==> config.mk <==
export PLATFORM = sky130hd
export DESIGN_NAME = prio_encoder_pipe_flat
export DESIGN_NICKNAME = d
export VERILOG_FILES = /design/src/rtl/prio_encoder_pipe_pkg.sv /design/src/rtl/prio_encoder_pipe_if.sv /design/src/rtl/prio_encoder_pipe_ffs_from.sv /design/src/rtl/prio_encoder_pipe.sv /design/src/flat_wrapper.sv
export SDC_FILE = /design/constraint.sdc
export NUM_CORES = 1
export LEC_CHECK = 0
export ABC_AREA = 1
export CAP_MARGIN = 10
export CELL_PAD_IN_SITES_DETAIL_PLACEMENT = 0
export CELL_PAD_IN_SITES_GLOBAL_PLACEMENT = 1
export CORE_UTILIZATION = 30
export CTS_CLUSTER_SIZE = 10
export DETAILED_ROUTE_END_ITERATION = 10
export GPL_TIMING_DRIVEN = 1
export PLACE_DENSITY = 0.88
export REMOVE_ABC_BUFFERS = 1
export SLEW_MARGIN = 20
export SYNTH_ARGS = -nofsm -noshare
export SYNTH_HDL_FRONTEND = slang
export SYNTH_SLANG_ARGS = --single-unit
==> constraint.sdc <==
create_clock -name clk -period 2.15 [get_ports clk]
set_input_delay 0.43 -clock clk [delete_from_list [all_inputs] [get_ports clk]]
set_output_delay 0.43 -clock clk [all_outputs]
set_load 0.01 [all_outputs]
==> src/rtl/prio_encoder_pipe_pkg.sv <==
// Shared constants and width helper for the registered priority encoder.
package encoder_pkg;

    localparam logic MODE_FIXED = 1'b0;
    localparam logic MODE_RR    = 1'b1;

    // Index width for an n-bit request vector; never narrower than one bit.
    function automatic int idx_width(input int n);
        return (n < 2) ? 1 : $clog2(n);
    endfunction

endpackage

==> src/rtl/prio_encoder_pipe_if.sv <==
// Request/result handshake bundle for prio_encoder_pipe.
// Handshake: a transfer happens on a rising edge where valid && ready; the
// sender holds its payload stable while valid && !ready.
interface prio_encoder_pipe_if #(
    parameter int N = 8
) ();
    localparam int W = encoder_pkg::idx_width(N);

    logic [N-1:0] in;
    logic         mode;
    logic         in_valid;
    logic         in_ready;
    logic [W-1:0] out;
    logic         out_zero;
    logic         out_multi;
    logic         out_valid;
    logic         out_ready;

    modport slave (
        input  in, mode, in_valid, out_ready,
        output in_ready, out, out_zero, out_multi, out_valid
    );

    modport master (
        output in, mode, in_valid, out_ready,
        input  in_ready, out, out_zero, out_multi, out_valid
    );
endinterface

==> src/rtl/prio_encoder_pipe_ffs_from.sv <==
// Combinational find-first-set searching upward from start_i, wrapping N-1 -> 0.
module ffs_from
    import encoder_pkg::*;
#(
    parameter  int N = 8,
    localparam int W = idx_width(N)
) (
    input  logic [N-1:0] vec_i,
    input  logic [W-1:0] start_i,
    output logic [W-1:0] idx_o,
    output logic         found_o
);

    logic [W-1:0] hi_idx;
    logic [W-1:0] lo_idx;
    logic         hi_found;
    logic         lo_found;

    // Descending scan so the lowest qualifying bit is the last one written.
    // "hi" covers bits at or above start; "lo" is the wrapped fallback.
    always_comb begin
        hi_idx   = '0;
        lo_idx   = '0;
        hi_found = 1'b0;
        lo_found = 1'b0;
        for (int i = N - 1; i >= 0; i--) begin
            if (vec_i[i]) begin
                lo_idx   = W'(i);
                lo_found = 1'b1;
                if (W'(i) >= start_i) begin
                    hi_idx   = W'(i);
                    hi_found = 1'b1;
                end
            end
        end
    end

    assign idx_o   = hi_found ? hi_idx : lo_idx;
    assign found_o = lo_found;

endmodule

==> src/rtl/prio_encoder_pipe.sv <==
// Registered N-bit priority encoder with fixed and round-robin modes,
// zero/multi-hot flags and valid/ready on both sides.
module prio_encoder_pipe
    import encoder_pkg::*;
#(
    parameter  int N = 8,
    localparam int W = idx_width(N)
) (
    input  logic                 clk,
    input  logic                 rst_n,
    prio_encoder_pipe_if.slave   bus,
    output logic [W-1:0]         ptr_o
);

    logic [W-1:0] fix_idx;
    logic [W-1:0] rr_idx;
    logic         fix_found;
    logic         rr_found;
    logic [W-1:0] sel;
    logic         accept;

    logic [W-1:0] out_q,   out_d;
    logic         zero_q,  zero_d;
    logic         multi_q, multi_d;
    logic         valid_q, valid_d;
    logic [W-1:0] ptr_q,   ptr_d;

    ffs_from #(.N(N)) u_ffs_fix (
        .vec_i   (bus.in),
        .start_i ('0),
        .idx_o   (fix_idx),
        .found_o (fix_found)
    );

    ffs_from #(.N(N)) u_ffs_rr (
        .vec_i   (bus.in),
        .start_i (ptr_q),
        .idx_o   (rr_idx),
        .found_o (rr_found)
    );

    assign sel          = (bus.mode == MODE_RR) ? rr_idx : fix_idx;
    assign bus.in_ready = !valid_q || bus.out_ready;
    assign accept       = bus.in_valid && bus.in_ready;

    always_comb begin
        out_d   = out_q;
        zero_d  = zero_q;
        multi_d = multi_q;
        valid_d = valid_q;
        ptr_d   = ptr_q;
        if (accept) begin
            out_d   = sel;
            zero_d  = !fix_found;
            // Clearing the lowest set bit leaves something only if popcount > 1.
            multi_d = |(bus.in & (bus.in - N'(1)));
            valid_d = 1'b1;
            if (bus.mode == MODE_RR && rr_found) begin
                ptr_d = (rr_idx == W'(N - 1)) ? '0 : rr_idx + W'(1);
            end
        end else if (bus.out_ready) begin
            valid_d = 1'b0;
        end
    end

    always_ff @(posedge clk or negedge rst_n) begin
        if (!rst_n) begin
            out_q   <= '0;
            zero_q  <= 1'b0;
            multi_q <= 1'b0;
            valid_q <= 1'b0;
            ptr_q   <= '0;
        end else begin
            out_q   <= out_d;
            zero_q  <= zero_d;
            multi_q <= multi_d;
            valid_q <= valid_d;
            ptr_q   <= ptr_d;
        end
    end

    assign bus.out       = out_q;
    assign bus.out_zero  = zero_q;
    assign bus.out_multi = multi_q;
    assign bus.out_valid = valid_q;
    assign ptr_o         = ptr_q;

endmodule

==> src/flat_wrapper.sv <==
// flat-port wrapper written by rule: the top's interface ports become plain ports
module prio_encoder_pipe_flat import encoder_pkg::*;
#(
    parameter  int N = 8,
    localparam int W = idx_width(N)
)
  (clk, rst_n, ptr_o, bus_in, bus_mode, bus_in_valid, bus_out_ready, bus_in_ready, bus_out, bus_out_zero, bus_out_multi, bus_out_valid);
  prio_encoder_pipe_if #(.N(N)) bus_i ();
  input  logic clk;
  input  logic rst_n;
  output logic [W-1:0] ptr_o;
  input wire logic [$bits(bus_i.in)-1:0] bus_in;
  input wire logic [$bits(bus_i.mode)-1:0] bus_mode;
  input wire logic [$bits(bus_i.in_valid)-1:0] bus_in_valid;
  input wire logic [$bits(bus_i.out_ready)-1:0] bus_out_ready;
  output wire logic [$bits(bus_i.in_ready)-1:0] bus_in_ready;
  output wire logic [$bits(bus_i.out)-1:0] bus_out;
  output wire logic [$bits(bus_i.out_zero)-1:0] bus_out_zero;
  output wire logic [$bits(bus_i.out_multi)-1:0] bus_out_multi;
  output wire logic [$bits(bus_i.out_valid)-1:0] bus_out_valid;
  assign bus_i.in = bus_in;
  assign bus_i.mode = bus_mode;
  assign bus_i.in_valid = bus_in_valid;
  assign bus_i.out_ready = bus_out_ready;
  assign bus_in_ready = bus_i.in_ready;
  assign bus_out = bus_i.out;
  assign bus_out_zero = bus_i.out_zero;
  assign bus_out_multi = bus_i.out_multi;
  assign bus_out_valid = bus_i.out_valid;
  prio_encoder_pipe #(.N(N)) u_core (.clk(clk), .rst_n(rst_n), .bus(bus_i), .ptr_o(ptr_o));
endmodule
Word level (Yosys, flattened, before mapping)

Cells that the tools add are included.

Output and inout port bits: 10
Logic and storage cells: 78
Register bits: 9

Equality and inequality tests: 1
Magnitude comparators: 8
Add/sub/neg operators: 2
Muxes and demuxes: 53
Bitwise operators: 1
Reduce and logical (&&, ||, !) cells: 8

Operators by type and width:

| kind                | count |
|---|---|
| $mux 3              | 27 |
| $mux 1              | 26 |
| $ge 3x3->1 const A  | 4 |
| $and 8x8->8         | 1 |
| $reduce_or 8->1     | 1 |
| $sub 8x1->8 const B | 1 |
| $ge 1x3->1 const A  | 2 |
| $ge 2x3->1 const A  | 2 |
| $add 3x1->3 const B | 1 |
| $eq 3x3->1 const B  | 1 |
| $logic_and 1x1->1   | 2 |
| $logic_not 1->1     | 2 |
| $reduce_and 2->1    | 1 |
| $reduce_bool 2->1   | 1 |
| $logic_or 1x1->1    | 1 |

Longest topological paths before layout

Depth after elaboration: 20
Mapped depth: 16
Gate-level depth less buffers: 16

Cells and area by module

From an unflattened synthesis, not the netlist that was laid out.

Cells, all modules: 181
Area, all modules: 1098.6 µm²

Modules (own cells, without submodules):

| module            | cells an instance | instances | area each (µm²) |
|---|---|---|---|
| ffs_from          | 57                | 2         | 292.8 |
| prio_encoder_pipe | 67                | 1         | 513.0 |

Worst setup path after synthesis

No wires, ideal clock.

Kind: reg2reg
From: register u_core.ptr_q[1] (netlist: u_core.ptr_o[1])
To: register u_core.ptr_q[0] (netlist: u_core.ptr_o[0])
Path slack: 0.475 ns
Data required time: 2.034 ns
Path buffers: 0
Data arrival time: 1.558 ns
Library setup time: 0.116 ns
Cell stages (with the launch flop): 15
Period minus slack after synthesis: 1.675 ns
Path through: dfrtp_1 inv_2 o21ai_2 nand2_2 nor2_4 a21oi_1 nand2_1 nand2_1 inv_1 ha_1 inv_1 o21ai_1 inv_1 nand2_1 nand2_1

Longest elaborated chain between the ends: 20
Elaborated cells between the ends (all ways): 44

Ends and longest elaborated chain:

| what                                      | RTL line                         | text |
|---|---|---|
| start, declared                           | prio_encoder_pipe.sv:26          | `logic [W-1:0] ptr_q, ptr_d;` |
| start signal, assigned                    | prio_encoder_pipe.sv:78          | `ptr_q <= ptr_d;` |
| $ge 3x3->1                                | prio_encoder_pipe_ffs_from.sv:30 | `if (W'(i) >= start_i) begin` |
| $mux 3 or $mux 1 (tied branches)          | prio_encoder_pipe_ffs_from.sv:30 |  |
| $mux 3 or $mux 1 (tied branches)          | prio_encoder_pipe_ffs_from.sv:27 | `if (vec_i[i]) begin` |
| $mux 3 or $mux 1 (tied branches)          | prio_encoder_pipe_ffs_from.sv:30 |  |
| $mux 3 or $mux 1 (tied branches)          | prio_encoder_pipe_ffs_from.sv:27 |  |
| $mux 3 or $mux 1 (tied branches)          | prio_encoder_pipe_ffs_from.sv:30 |  |
| $mux 3 or $mux 1 (tied branches)          | prio_encoder_pipe_ffs_from.sv:27 |  |
| $mux 3 or $mux 1 (tied branches)          | prio_encoder_pipe_ffs_from.sv:30 |  |
| [... 4 more ...]                          | --                               |  |
| $mux 3 or $mux 1 (tied branches)          | prio_encoder_pipe_ffs_from.sv:27 |  |
| $mux 3 or $mux 1 (tied branches)          | prio_encoder_pipe_ffs_from.sv:30 |  |
| $mux 3 or $mux 1 (tied branches)          | prio_encoder_pipe_ffs_from.sv:27 |  |
| $mux 3 or $mux 1 (tied branches)          | prio_encoder_pipe_ffs_from.sv:30 |  |
| $mux 3 or $mux 1 (tied branches)          | prio_encoder_pipe_ffs_from.sv:27 |  |
| $mux 3 (*)                                | prio_encoder_pipe_ffs_from.sv:38 | `assign idx_o = hi_found ? hi_idx : lo_idx;` |
| $add 3x1->3 or $eq 3x3->1 (tied branches) | prio_encoder_pipe.sv:59          | `ptr_d = (rr_idx == W'(N - 1)) ? '0 : rr_idx + W'(1);` |
| $mux 3 (*)                                | prio_encoder_pipe.sv:59          |  |

Every way passes the cells marked *; elsewhere a longest branch is shown, timed or not.
A chain may end at the register's enable or synchronous reset.

Final worst setup path

From: input bus_out_ready
To: output bus_in_ready

Longest elaborated chain between the ends: 1

Ends and longest elaborated chain:

| what             | RTL line                | text |
|---|---|---|
| start, declared  | flat_wrapper.sv:15      | `input wire logic [$bits(bus_i.out_ready)-1:0] bus_out_ready;` |
| $logic_or 1x1->1 | prio_encoder_pipe.sv:43 | `assign bus.in_ready = !valid_q \|\| bus.out_ready;` |
| end, declared    | flat_wrapper.sv:16      | `output wire logic [$bits(bus_i.in_ready)-1:0] bus_in_ready;` |

Every way passes these cells.

==> flow_metrics.tcl <==
set metrics [dict create \
    status "completed" \
    finClkSkew_ns 0.00579 \
    drtIter0Drc 16 \
    core_um2 2250 \
    grt_pass1_wl_mm 3.31 \
    grt_max_degree 10 \
    track_usage_pct 16.7 \
    slew_headroom_pct 71.3 \
    power.combinational.fraction_pct 57.4 \
    fin_nets 175 \
    critPathArrivalTime_ns 1.55 \
    final_util_pct 49.9 \
    report.final.slew_viol_count 0 \
    drive_gt1_share_pct 18.1 \
    drtPass1Iterations 4 \
    critPathKind "input port to primary output" \
    antenna_found_initial 0 \
    cellLeakagePower_nw 0.582 \
    cts_buffers 3 \
    cts_buffer_depth 2 \
    ys_ff_latch 9 \
    worst_slack_ns 0.166 \
    hold_buffers 0 \
    power.internal_mw 0.547 \
    worst-path-max-fanout 3 \
    placed_cells 184 \
    root_buffer "clkbuf_4" \
    hold_viol 0 \
    io_pins 23 \
    switching_share_pct 41.9 \
    worst_ep_required_time_ns 1.72 \
    grt_overflow 0 \
    rsz0062_at_grt "no" \
    insertion_delay_ns 0.26 \
    worst_slew_pin_slew_ns 0.430 \
    end_kind "primary output" \
    initial_utilization_pct 32.4 \
    drc 0 \
    fin_setup_tns_ns 0 \
    dieArea_um2 2640 \
    area_delta_synth_final_pct 53.9 \
    p_per_area_nw_per_um2 837 \
    place_area_um2 1100 \
    grt_pass1_vias 797 \
    instances_no_fill 188 \
    gp_congestion 0.842 \
    clkTransAtPathRegs_ns 0.07 \
    hpwlAfterDp_mm 1.64 \
    pwr-share-seq_pct 28.2 \
    fmax_mhz 504 \
    antenna_cells 0 \
    power_mw 0.941 \
    min_period_ns 1.98 \
    hp-class "input port to asynchronous set/reset pin" \
    place_ws_ns -0.0654 \
    cts_tree "built" \
    worst_hold_slack_ns 0.468 \
    yosysUniqueCellTypes 23 \
    syn_inst 119 \
    yosysWarnings 0 \
    fin_crit_sh_pct 92.3 \
    netSwitchingPower_mw 0.394 \
    drt-wirelength-per-cell_um 10.4 \
    portBuffers 22 \
    vias 860 \
    cts.sinks 9 \
    syn_area_um2 731 \
    post_cts_buffers 0 \
    std_cell_rows 17 \
    avgViaCountPerCell 4.57 \
    maxCapViolCount 0 \
    post_cts_resized 0 \
    routed_wl_mm 1.96 \
    final-setup-viol-count 0 \
    fin_area_um2 1120 \
    fp.dieH_um 51.4 \
    irDropWorstVdd_mv 0.334 \
    final_common_cell "nand2_1" \
    start_kind "input port" \
    ys_seq_area_share_pct 30.8 \
    syn_avg_cell_area_um2 6.14 \
    die_x_um 51.4 \
    power.share.clock_pct 14.4 \
    htreeDepth 1 \
    drtAntennaViolNets 0 \
    layout_common_cells "45 x nand2_1, 22 x clkdlybuf4s50_1, 18 x inv_1" \
]
==> flip-flops by register name (all words and copies together), names as in the netlist <==
register / count
u_core.bus.out_zero: 1
u_core.bus.out: 3
u_core.bus.out_valid: 1
u_core.bus.out_multi: 1
u_core.ptr_o: 3
==> worst max-delay path, stage by stage <==
cell,delay (ns)
clkdlybuf4s50_1,0.46
inv_1,0.04
nand2_1,0.08
clkdlybuf4s50_1,0.55
==> cells by family (layout without fill, tap and decap cells) <==
family	Yosys count	in the layout	share of synthesized area (%)
AND/OR/NAND/NOR	66	66	38.4
flip-flops	9	9	30.8
buffers and inverters	20	61	10.3
AO/OA/AOI/OAI	23	23	18.8
adder cells (fa/ha/maj)	1	1	1.71
==> worst paths after layout <==
check                                  start                   end  slack [ns]  cells past startpoint
min reg2reg                u_core.bus.out[2]     u_core.bus.out[2]        0.49                      2
max reg2reg                  u_core.ptr_o[1]       u_core.ptr_o[0]        0.34                     12
min                                    rst_n  u_core.bus.out_valid        0.47                      1
min in group clk           u_core.bus.out[2]     u_core.bus.out[2]        0.49                      2
max                            bus_out_ready          bus_in_ready        0.17                      4
max in group asynchronous              rst_n       u_core.ptr_o[0]        1.38                      1
==> power groups by stage <==
| stage | clock network (mW) | logic (mW) | registers (mW) |
|---|---|---|---|
| floorplan | 0 | 0.281 | 0.278 |
| global placement | 0 | 0.533 | 0.268 |
| detailed placement | 0 | 0.539 | 0.267 |
| CTS | 0.137 | 0.543 | 0.265 |
| global route | 0.150 | 0.604 | 0.273 |
| finish | 0.135 | 0.540 | 0.265 |
==> synth_stat cells <==
cell / n / area [µm²]
a21boi_1: 1 / 7.51
a21oi_1: 7 / 35.0
a21oi_2: 1 / 8.76
a31oi_1: 1 / 6.26
dfrtp_1: 9 / 225
ha_1: 1 / 12.5
inv_1: 18 / 67.6
inv_2: 2 / 7.51
nand2_1: 45 / 169
nand2_2: 2 / 12.5
nand3_1: 6 / 30.0
nor2_1: 8 / 30.0
nor2_2: 1 / 6.26
nor2_4: 1 / 11.3
nor3_1: 1 / 5.00
nor3_2: 1 / 10.0
o211ai_1: 1 / 7.51
o21ai_0: 5 / 25.0
o21ai_1: 3 / 15.0
o21ai_2: 2 / 17.5
o22a_1: 1 / 8.76
o22ai_1: 1 / 6.26
or2_2: 1 / 6.26
==> area by class of cell <==
type | count | area (µm²)
fillers | 229 | 1130
flip-flops and latches | 9 | 225
repair buffers | 37 | 333
clock buffers | 4 | 26.3
inverters | 20 | 75.1
well taps | 28 | 35.0
multi-input cells | 90 | 430
==> metal layers <==
metal | part of all wire, % | GRT usage, % | vias up
met1 | 48 | 21.0 | 389
met5 | 0 | 0 | -
met4 | 0.41 | 5.41 | 0
li1 | - | - | 461
met2 | 50 | 28.7 | 8
met3 | 1.4 | 2.68 | 2
Note: power is estimated with default switching activity, not from simulation.
